[src/rtl/fetch_redirect_pkg.sv]
`default_nettype none
// +------------------------------------------------------------------+
// | fetch_redirect_pkg                                               |
// | Opcode/funct values and decode FSM states shared by the ID side. |
// | Rev 1.0                                                          |
// +------------------------------------------------------------------+
package fetch_redirect_pkg;

  localparam logic [5:0] OP_RTYPE = 6'h00;
  localparam logic [5:0] OP_J     = 6'h02;
  localparam logic [5:0] OP_JAL   = 6'h03;
  localparam logic [5:0] OP_BEQ   = 6'h04;
  localparam logic [5:0] OP_BNE   = 6'h05;
  localparam logic [5:0] FN_JR    = 6'h08;

  typedef enum logic [1:0] {
    S_BOOT = 2'd0,
    S_RUN  = 2'd1,
    S_HOLD = 2'd2
  } state_t;

endpackage
`default_nettype wire

[src/rtl/fetch_redirect_branch_resolve.sv]
`default_nettype none
// +------------------------------------------------------------------+
// | fetch_redirect_branch_resolve                                    |
// | Combinational ID-stage branch/jump decode and branch target add. |
// | Rev 1.0                                                          |
// +------------------------------------------------------------------+
module fetch_redirect_branch_resolve
  import fetch_redirect_pkg::*;
#(
  parameter int ADDR_W = 10,
  parameter int DATA_W = 32
) (
  input  logic [DATA_W-1:0] if_id_instr,
  input  logic [DATA_W-1:0] rsData,
  input  logic [DATA_W-1:0] rtData,
  input  logic [ADDR_W-1:0] if_id_pc1,
  output logic              take_br,
  output logic              take_j,
  output logic              take_jr,
  output logic [ADDR_W-1:0] adderResult
);

  logic [5:0] w_op;
  logic [5:0] w_funct;
  logic       w_equal;
  logic       w_unused_bits;

  assign w_op    = if_id_instr[31:26];
  assign w_funct = if_id_instr[5:0];
  assign w_equal = (rsData == rtData);

  assign take_br = ((w_op == OP_BEQ) &&  w_equal) ||
                   ((w_op == OP_BNE) && !w_equal);
  assign take_j  = (w_op == OP_J) || (w_op == OP_JAL);
  assign take_jr = (w_op == OP_RTYPE) && (w_funct == FN_JR);

  // Immediate is truncated to the address width; the sum wraps freely.
  assign adderResult = if_id_pc1 + if_id_instr[ADDR_W-1:0];

  assign w_unused_bits = ^{if_id_instr[25:16], if_id_instr[15:ADDR_W]};

endmodule
`default_nettype wire

[src/rtl/fetch_redirect.sv]
`default_nettype none
// +------------------------------------------------------------------+
// | fetch_redirect                                                   |
// | IF/ID register, ID-stage redirect and stall replay into fetch.   |
// | Rev 1.0                                                          |
// +------------------------------------------------------------------+
module fetch_redirect
  import fetch_redirect_pkg::*;
#(
  parameter int ADDR_W = 10,
  parameter int DATA_W = 32,
  parameter int CNT_W  = 16
) (
  input  logic              clk,
  input  logic              rst,
  input  logic [DATA_W-1:0] instruction,
  input  logic [ADDR_W-1:0] PC,
  input  logic [ADDR_W-1:0] PCPlus1,
  input  logic              stall,
  input  logic [DATA_W-1:0] rsData,
  input  logic [DATA_W-1:0] rtData,
  output logic              PCsrc,
  output logic              jump,
  output logic              jr,
  output logic [ADDR_W-1:0] reg1Addr,
  output logic [ADDR_W-1:0] jaddress,
  output logic [ADDR_W-1:0] adderResult,
  output logic [DATA_W-1:0] if_id_instr,
  output logic [ADDR_W-1:0] if_id_pc1,
  output logic              if_id_valid,
  output logic              flush,
  output logic [CNT_W-1:0]  taken_cnt
);

  state_t            r_state;
  state_t            w_state_next;
  logic [DATA_W-1:0] r_if_id_instr;
  logic [ADDR_W-1:0] r_if_id_pc1;
  logic              r_if_id_valid;
  logic [CNT_W-1:0]  r_taken_cnt;

  logic              w_take_br;
  logic              w_take_j;
  logic              w_take_jr;
  logic [ADDR_W-1:0] w_adder;
  logic              w_br;
  logic              w_j;
  logic              w_jr;
  logic              w_redirect;
  logic              w_capture;
  logic              w_squash;

  fetch_redirect_branch_resolve #(
    .ADDR_W (ADDR_W),
    .DATA_W (DATA_W)
  ) u_branch_resolve (
    .if_id_instr (r_if_id_instr),
    .rsData      (rsData),
    .rtData      (rtData),
    .if_id_pc1   (r_if_id_pc1),
    .take_br     (w_take_br),
    .take_j      (w_take_j),
    .take_jr     (w_take_jr),
    .adderResult (w_adder)
  );

  assign w_br       = r_if_id_valid & w_take_br;
  assign w_j        = r_if_id_valid & w_take_j;
  assign w_jr       = r_if_id_valid & w_take_jr;
  assign w_redirect = w_br | w_j | w_jr;

  always_ff @(posedge clk) begin
    if (!rst) begin
      r_state <= S_BOOT;
    end else begin
      r_state <= w_state_next;
    end
  end

  always_comb begin
    w_state_next = r_state;
    w_capture    = 1'b0;
    w_squash     = 1'b0;
    PCsrc        = 1'b0;
    jump         = 1'b0;
    jr           = 1'b0;
    flush        = 1'b0;
    reg1Addr     = '0;
    jaddress     = '0;
    adderResult  = '0;
    if (rst) begin
      reg1Addr    = rsData[ADDR_W-1:0];
      adderResult = w_adder;
      jaddress    = r_if_id_instr[ADDR_W-1:0];
      case (r_state)
        S_BOOT: w_state_next = S_RUN;
        default: begin
          if (stall) begin
            w_state_next = S_HOLD;
          end else begin
            w_state_next = S_RUN;
            w_squash     = w_redirect;
            w_capture    = !w_redirect;
          end
        end
      endcase
      // Fetch has no enable: a stall is a jump back onto fetch's own PC.
      if (stall) begin
        jump     = 1'b1;
        jaddress = PC;
      end else begin
        PCsrc = w_br;
        jump  = w_j | w_jr;
        jr    = w_jr;
        flush = w_redirect;
      end
    end
  end

  always_ff @(posedge clk) begin
    if (!rst) begin
      r_if_id_instr <= '0;
      r_if_id_pc1   <= '0;
      r_if_id_valid <= 1'b0;
      r_taken_cnt   <= '0;
    end else if (w_squash) begin
      r_if_id_instr <= '0;
      r_if_id_pc1   <= '0;
      r_if_id_valid <= 1'b0;
      if (r_taken_cnt != '1) begin
        r_taken_cnt <= r_taken_cnt + CNT_W'(1);
      end
    end else if (w_capture) begin
      r_if_id_instr <= instruction;
      r_if_id_pc1   <= PCPlus1;
      r_if_id_valid <= 1'b1;
    end
  end

  assign if_id_instr = r_if_id_instr;
  assign if_id_pc1   = r_if_id_pc1;
  assign if_id_valid = r_if_id_valid;
  assign taken_cnt   = r_taken_cnt;

endmodule
`default_nettype wire

[config.mk]
export PLATFORM = sky130hd
export DESIGN_NAME = fetch_redirect
export DESIGN_NICKNAME = d
export VERILOG_FILES = /design/src/rtl/fetch_redirect_pkg.sv /design/src/rtl/fetch_redirect_branch_resolve.sv /design/src/rtl/fetch_redirect.sv
export SDC_FILE = /design/constraint.sdc
export NUM_CORES = 1
export LEC_CHECK = 0
export CORE_ASPECT_RATIO = 1.25
export CORE_UTILIZATION = 34
export DETAILED_ROUTE_END_ITERATION = 16
export GPL_ROUTABILITY_DRIVEN = 1
export HOLD_SLACK_MARGIN = 0.08
export PLACE_DENSITY = 0.83
export SYNTH_ARGS = -nofsm -noshare
export SYNTH_HDL_FRONTEND = slang
export SYNTH_SLANG_ARGS = --single-unit
[constraint.sdc]
create_clock -name clk -period 3.7 [get_ports clk]
set_clock_uncertainty 0.2 [all_clocks]
set_input_delay 1.11 -clock clk [delete_from_list [all_inputs] [get_ports clk]]
set_output_delay 1.11 -clock clk [all_outputs]
set_load 0.05 [all_outputs]
==> report_table.html, run 1 <==
<table>
<tr><th>Metric</th><th>Value</th></tr>
<tr><th colspan="2">Timing</th></tr>
<tr><td>Rel. slew slack</td><td>about 64%</td></tr>
<tr><td>Clock period minus worst slack</td><td>~4.2 ns</td></tr>
<tr><td>Max-slew violation total from the final report</td><td>0</td></tr>
<tr><td>Highest clock rate</td><td>240.1 MHz</td></tr>
<tr><td>Post-route setup slack</td><td>-0.4646 ns</td></tr>
<tr><td>Final setup viols</td><td>4</td></tr>
<tr><td>Total Neg Setup Slack</td><td>-0.8726 ns</td></tr>
<tr><td>Worst Tran Pin Value</td><td>0.5333 ns</td></tr>
<tr><td>Final number of hold-violating endpoints</td><td>0</td></tr>
<tr><td>WHS</td><td>between 0.2 and 0.3 ns</td></tr>
<tr><td>Unrepaired setup endpoints after global routing</td><td>true</td></tr>
<tr><td>Final worst-path cycle share</td><td>112.6%</td></tr>
<tr><th colspan="2">Global route</th></tr>
<tr><td>Total routing usage reported by global routing</td><td>between 20% and 30%</td></tr>
<tr><td>Initial antenna violation count</td><td>1</td></tr>
<tr><td>First-pass GRT wire length</td><td>about 19000 µm</td></tr>
<tr><td>Vias in the first global route</td><td>3938</td></tr>
<tr><td>GR Overflow Total</td><td>0</td></tr>
<tr><td>Pin count of the biggest net entering global routing</td><td>33</td></tr>
<tr><th colspan="2">CTS</th></tr>
<tr><td>Clock latency on the worst-skew pair</td><td>0.33 ns</td></tr>
<tr><td>Post-CTS clock slew at the launch and capture registers of the worst setup and hold paths</td><td>0.05 ns</td></tr>
<tr><td>Total clock buffers created by CTS</td><td>9</td></tr>
<tr><td>Clk buf depth</td><td>2</td></tr>
<tr><td>Clock net sink count</td><td>between 60 and 70</td></tr>
<tr><td>TritonCTS clock tree</td><td>done</td></tr>
<tr><td>Clock root cell</td><td>sky130_fd_sc_hd__clkbuf_16</td></tr>
<tr><td>H-tree lvl count</td><td>3</td></tr>
<tr><th colspan="2">Logic synthesis</th></tr>
<tr><td>Cell Area, Synth</td><td>3511 µm²</td></tr>
<tr><td>Proportion of synthesized chip area in sequential cells</td><td>a little over a third</td></tr>
<tr><td>Syn Inst Count</td><td>a little under 400</td></tr>
<tr><td>Number of synthesized register bits</td><td>61</td></tr>
<tr><td>Async set-reset flop share out of synthesis</td><td>0%</td></tr>
<tr><td>Syn nets</td><td>between 500 and 600</td></tr>
<tr><td>Synthesized area per cell</td><td>8.821 µm²</td></tr>
<tr><td>Number of enable flip-flop cells after synthesis</td><td>0</td></tr>
<tr><td>Unique cell type count in the Yosys netlist</td><td>between 40 and 50</td></tr>
<tr><td>Most instantiated flip-flop cell in the synthesis netlist</td><td>sky130_fd_sc_hd__dfxtp_1</td></tr>
<tr><td>YS warnings</td><td>0</td></tr>
<tr><th colspan="2">Layout</th></tr>
<tr><td>Share of final-layout standard cells stronger than drive strength 1</td><td>a little under a third</td></tr>
<tr><td>Sequential cell area</td><td>around 1200 µm²</td></tr>
<tr><td>Total number of nets in the final design</td><td>roughly 770</td></tr>
<tr><td>Most common cell after layout, fill and taps aside</td><td>sky130_fd_sc_hd__clkdlybuf4s50_1</td></tr>
<tr><td>Multi-input combinational cell area</td><td>about 2400 µm²</td></tr>
<tr><td>Top library cells by usage in the layout, fill and taps aside</td><td>sky130_fd_sc_hd__clkdlybuf4s50_1 (111), sky130_fd_sc_hd__nor2_1 (63), sky130_fd_sc_hd__dfxtp_1 (56)</td></tr>
<tr><td>Final design area excluding fillers</td><td>6780 µm²</td></tr>
<tr><td>Syn-to-layout area delta</td><td>93.12%</td></tr>
<tr><td>Filler cells</td><td>between 700 and 800</td></tr>
<tr><th colspan="2">Setup path</th></tr>
<tr><td>Nature of the critical path startpoint</td><td>input port</td></tr>
<tr><td>Classification of the worst setup path</td><td>input port to output pin</td></tr>
<tr><td>Crit-path cells</td><td>buf_2, xor2_1, nor4_1, nand4_1, or3_4, buf_6, a211oi_4, buf_12</td></tr>
<tr><td>Worst path required time</td><td>about 2.4 ns</td></tr>
<tr><td>Critical path's top delay family</td><td>simple AND/OR/NAND/NOR gates</td></tr>
<tr><td>Crit path max fanout</td><td>3</td></tr>
<tr><td>Data arrival time at the worst-slack endpoint</td><td>2.85 ns</td></tr>
<tr><td>Library cell contributing the largest single delay on the critical path</td><td>sky130_fd_sc_hd__or3_4</td></tr>
<tr><td>Kind of end point of the critical path</td><td>output pin</td></tr>
<tr><td>Maximum cell stage delay along the critical path</td><td>approximately 0.43 ns</td></tr>
<tr><td>Number of buffers and inverters on the critical path</td><td>3</td></tr>
<tr><th colspan="2">Run status</th></tr>
<tr><td>Run status</td><td>complete, but fails checks</td></tr>
<tr><td>Violations in the final reports</td><td>setup timing</td></tr>
<tr><th colspan="2">Job</th></tr>
<tr><td>Max_cap viols</td><td>0</td></tr>
<tr><th colspan="2">Detailed routing</th></tr>
<tr><td>First-pass iteration count of the detailed router</td><td>4</td></tr>
<tr><td>Routed via count</td><td>3811</td></tr>
<tr><td>Total Wirelength</td><td>roughly 12000 µm</td></tr>
<tr><td>Detailed Route Iter0 Violations</td><td>116</td></tr>
<tr><td>Detail Route Antenna Nets</td><td>0</td></tr>
<tr><td>Per-cell routed wire length</td><td>around 16 µm</td></tr>
<tr><td># DRC</td><td>0</td></tr>
<tr><td>Drt via density</td><td>around 5</td></tr>
<tr><th colspan="2">Floorplanning</th></tr>
<tr><td>Die width</td><td>92.89 µm</td></tr>
<tr><td>Top-level port count</td><td>around 210</td></tr>
<tr><td>Initial Util</td><td>roughly a third</td></tr>
<tr><td>Core Rows</td><td>about 40</td></tr>
<tr><td>Overall die height</td><td>115.6 µm</td></tr>
<tr><td>Floorplan die area</td><td>roughly 11000 µm²</td></tr>
<tr><td>Floorplan core area</td><td>roughly 10000 µm²</td></tr>
<tr><th colspan="2">Min path</th></tr>
<tr><td>Class of the most critical hold timing path</td><td>flop to flop</td></tr>
<tr><th colspan="2">Pwr</th></tr>
<tr><td>Power per cell area</td><td>between 300 and 400 nW/µm²</td></tr>
<tr><td>Static leakage power</td><td>~2.6 nW</td></tr>
<tr><td>Maximum vdd drop</td><td>0.0001978 V</td></tr>
<tr><th colspan="2">Placed design</th></tr>
<tr><td>Placer's final routability congestion estimate</td><td>0.8759</td></tr>
<tr><td>Post-detail-place hpwl</td><td>9339 µm</td></tr>
<tr><td>Count of buffers inserted at the top-level ports</td><td>roughly 210</td></tr>
<tr><td>Total cell area at the placement stage</td><td>6401 µm²</td></tr>
</table>
[timing repair]
action,in CTS,in global routing
hold buffers,0,0
hold endpoints to repair,0,0
gates cloned,0,0
setup endpoints to repair,35,18
pin swaps,52,24
buffers inserted,3,4
resized for setup,225,36
[sequential cells by signal, summed over array words and instances, names as in the netlist]
register     count
taken_cnt       16
r_state          2
if_id_instr     32
if_id_valid      1
if_id_pc1       10
[cell families after synthesis]
family,synth area share [%]
buffers and inverters,4.027
muxes,13.97
adders and majority gates,4.134
and+or+nand+nor,22.34
xor gates and xnor gates,10.23
DFF,34.78
AOI/OAI and AO/OA,10.51
[Yosys cell counts (6+ instances only)]
cell type / number / share of area, %
sky130_fd_sc_hd__a21oi_1: 14 / 2.0
sky130_fd_sc_hd__and2_1: 14 / 2.5
sky130_fd_sc_hd__clkbuf_1: 6 / 0.64
sky130_fd_sc_hd__dfxtp_1: 61 / 35
sky130_fd_sc_hd__ha_1: 10 / 3.6
sky130_fd_sc_hd__inv_1: 7 / 0.75
sky130_fd_sc_hd__mux2i_1: 49 / 14
sky130_fd_sc_hd__nand2_1: 19 / 2.0
sky130_fd_sc_hd__nor2_1: 77 / 8.2
sky130_fd_sc_hd__nor4_1: 11 / 2.0
sky130_fd_sc_hd__o21ai_0: 8 / 1.1
sky130_fd_sc_hd__o31ai_1: 6 / 1.3
sky130_fd_sc_hd__xnor2_1: 6 / 1.5
sky130_fd_sc_hd__xor2_1: 35 / 8.7
[where the power goes]
group          internal [mW]  switching [mW]  leakage [nW]  total (mW)
clock                  0.640           0.294         0.161       0.934
combinational          0.265           0.278          1.99       0.543
sequential             0.677          0.0183         0.497       0.696
total                   1.58           0.590          2.64        2.17
[worst paths after layout]
kind / start / to / slack, ns / cells past startpoint
max: rsData[22] / PCsrc / -0.46 / 8
min reg2reg: if_id_instr[14] / if_id_instr[14] / 0.29 / 2
max reg2reg: if_id_instr[29] / taken_cnt[3] / 0.92 / 9
min: if_id_instr[14] / if_id_instr[14] / 0.29 / 2
[area by class of cell]
type	instances	area share [%]
well taps	129	2.381
flip-flops and latches	61	18.14
inverters	7	0.4060
clock buffers	12	3.931
diodes	1	0.03691
repair buffers	243	38.14
clock inverters	3	0.9965
multi-input cells	313	35.97
[worst min-delay path: stages (launching register included)]
cell,delay [ns]
sky130_fd_sc_hd__dfxtp_1,0.32
sky130_fd_sc_hd__mux2i_1,0.06
sky130_fd_sc_hd__nor2_1,0.07
[per-stage QoR]
step / power (mW) / cells / worst slack, ns / utilization [%]
6_report: 2.172 / 769 / -0.4646 / 67.43
5_1_grt: 2.243 / 769 / -0.5622 / 67.43
4_1_cts: 2.177 / 764 / -0.4533 / 65.90
3_5_place_dp: 1.259 / 746 / -0.8615 / 63.66
3_3_place_gp: 1.249 / 746 / -0.7988 / 63.66
2_1_floorplan: 0.9670 / 398 / -0.3135 / -
[layer usage]
layer	vias up	part of all wire [%]	GRT usage [%]
li1	1858	-	-
met4	0	2.9	10.87
met5	-	0	0
met3	29	6.4	5.381
met1	1776	37	23.39
met2	148	54	42.35
Power figures use the tool's default switching activity.
==> inputs of run 2 (changes only) <==
CAP_MARGIN = 25   (was unset)
==> results of run 2 <==
The final DEF is identical to that of run 1; final timing and power are the same.
==> inputs of run 3 (changes only) <==
SLEW_MARGIN = 20   (was unset)
==> results of run 3 <==
The final DEF is identical to that of run 1; final timing and power are the same.
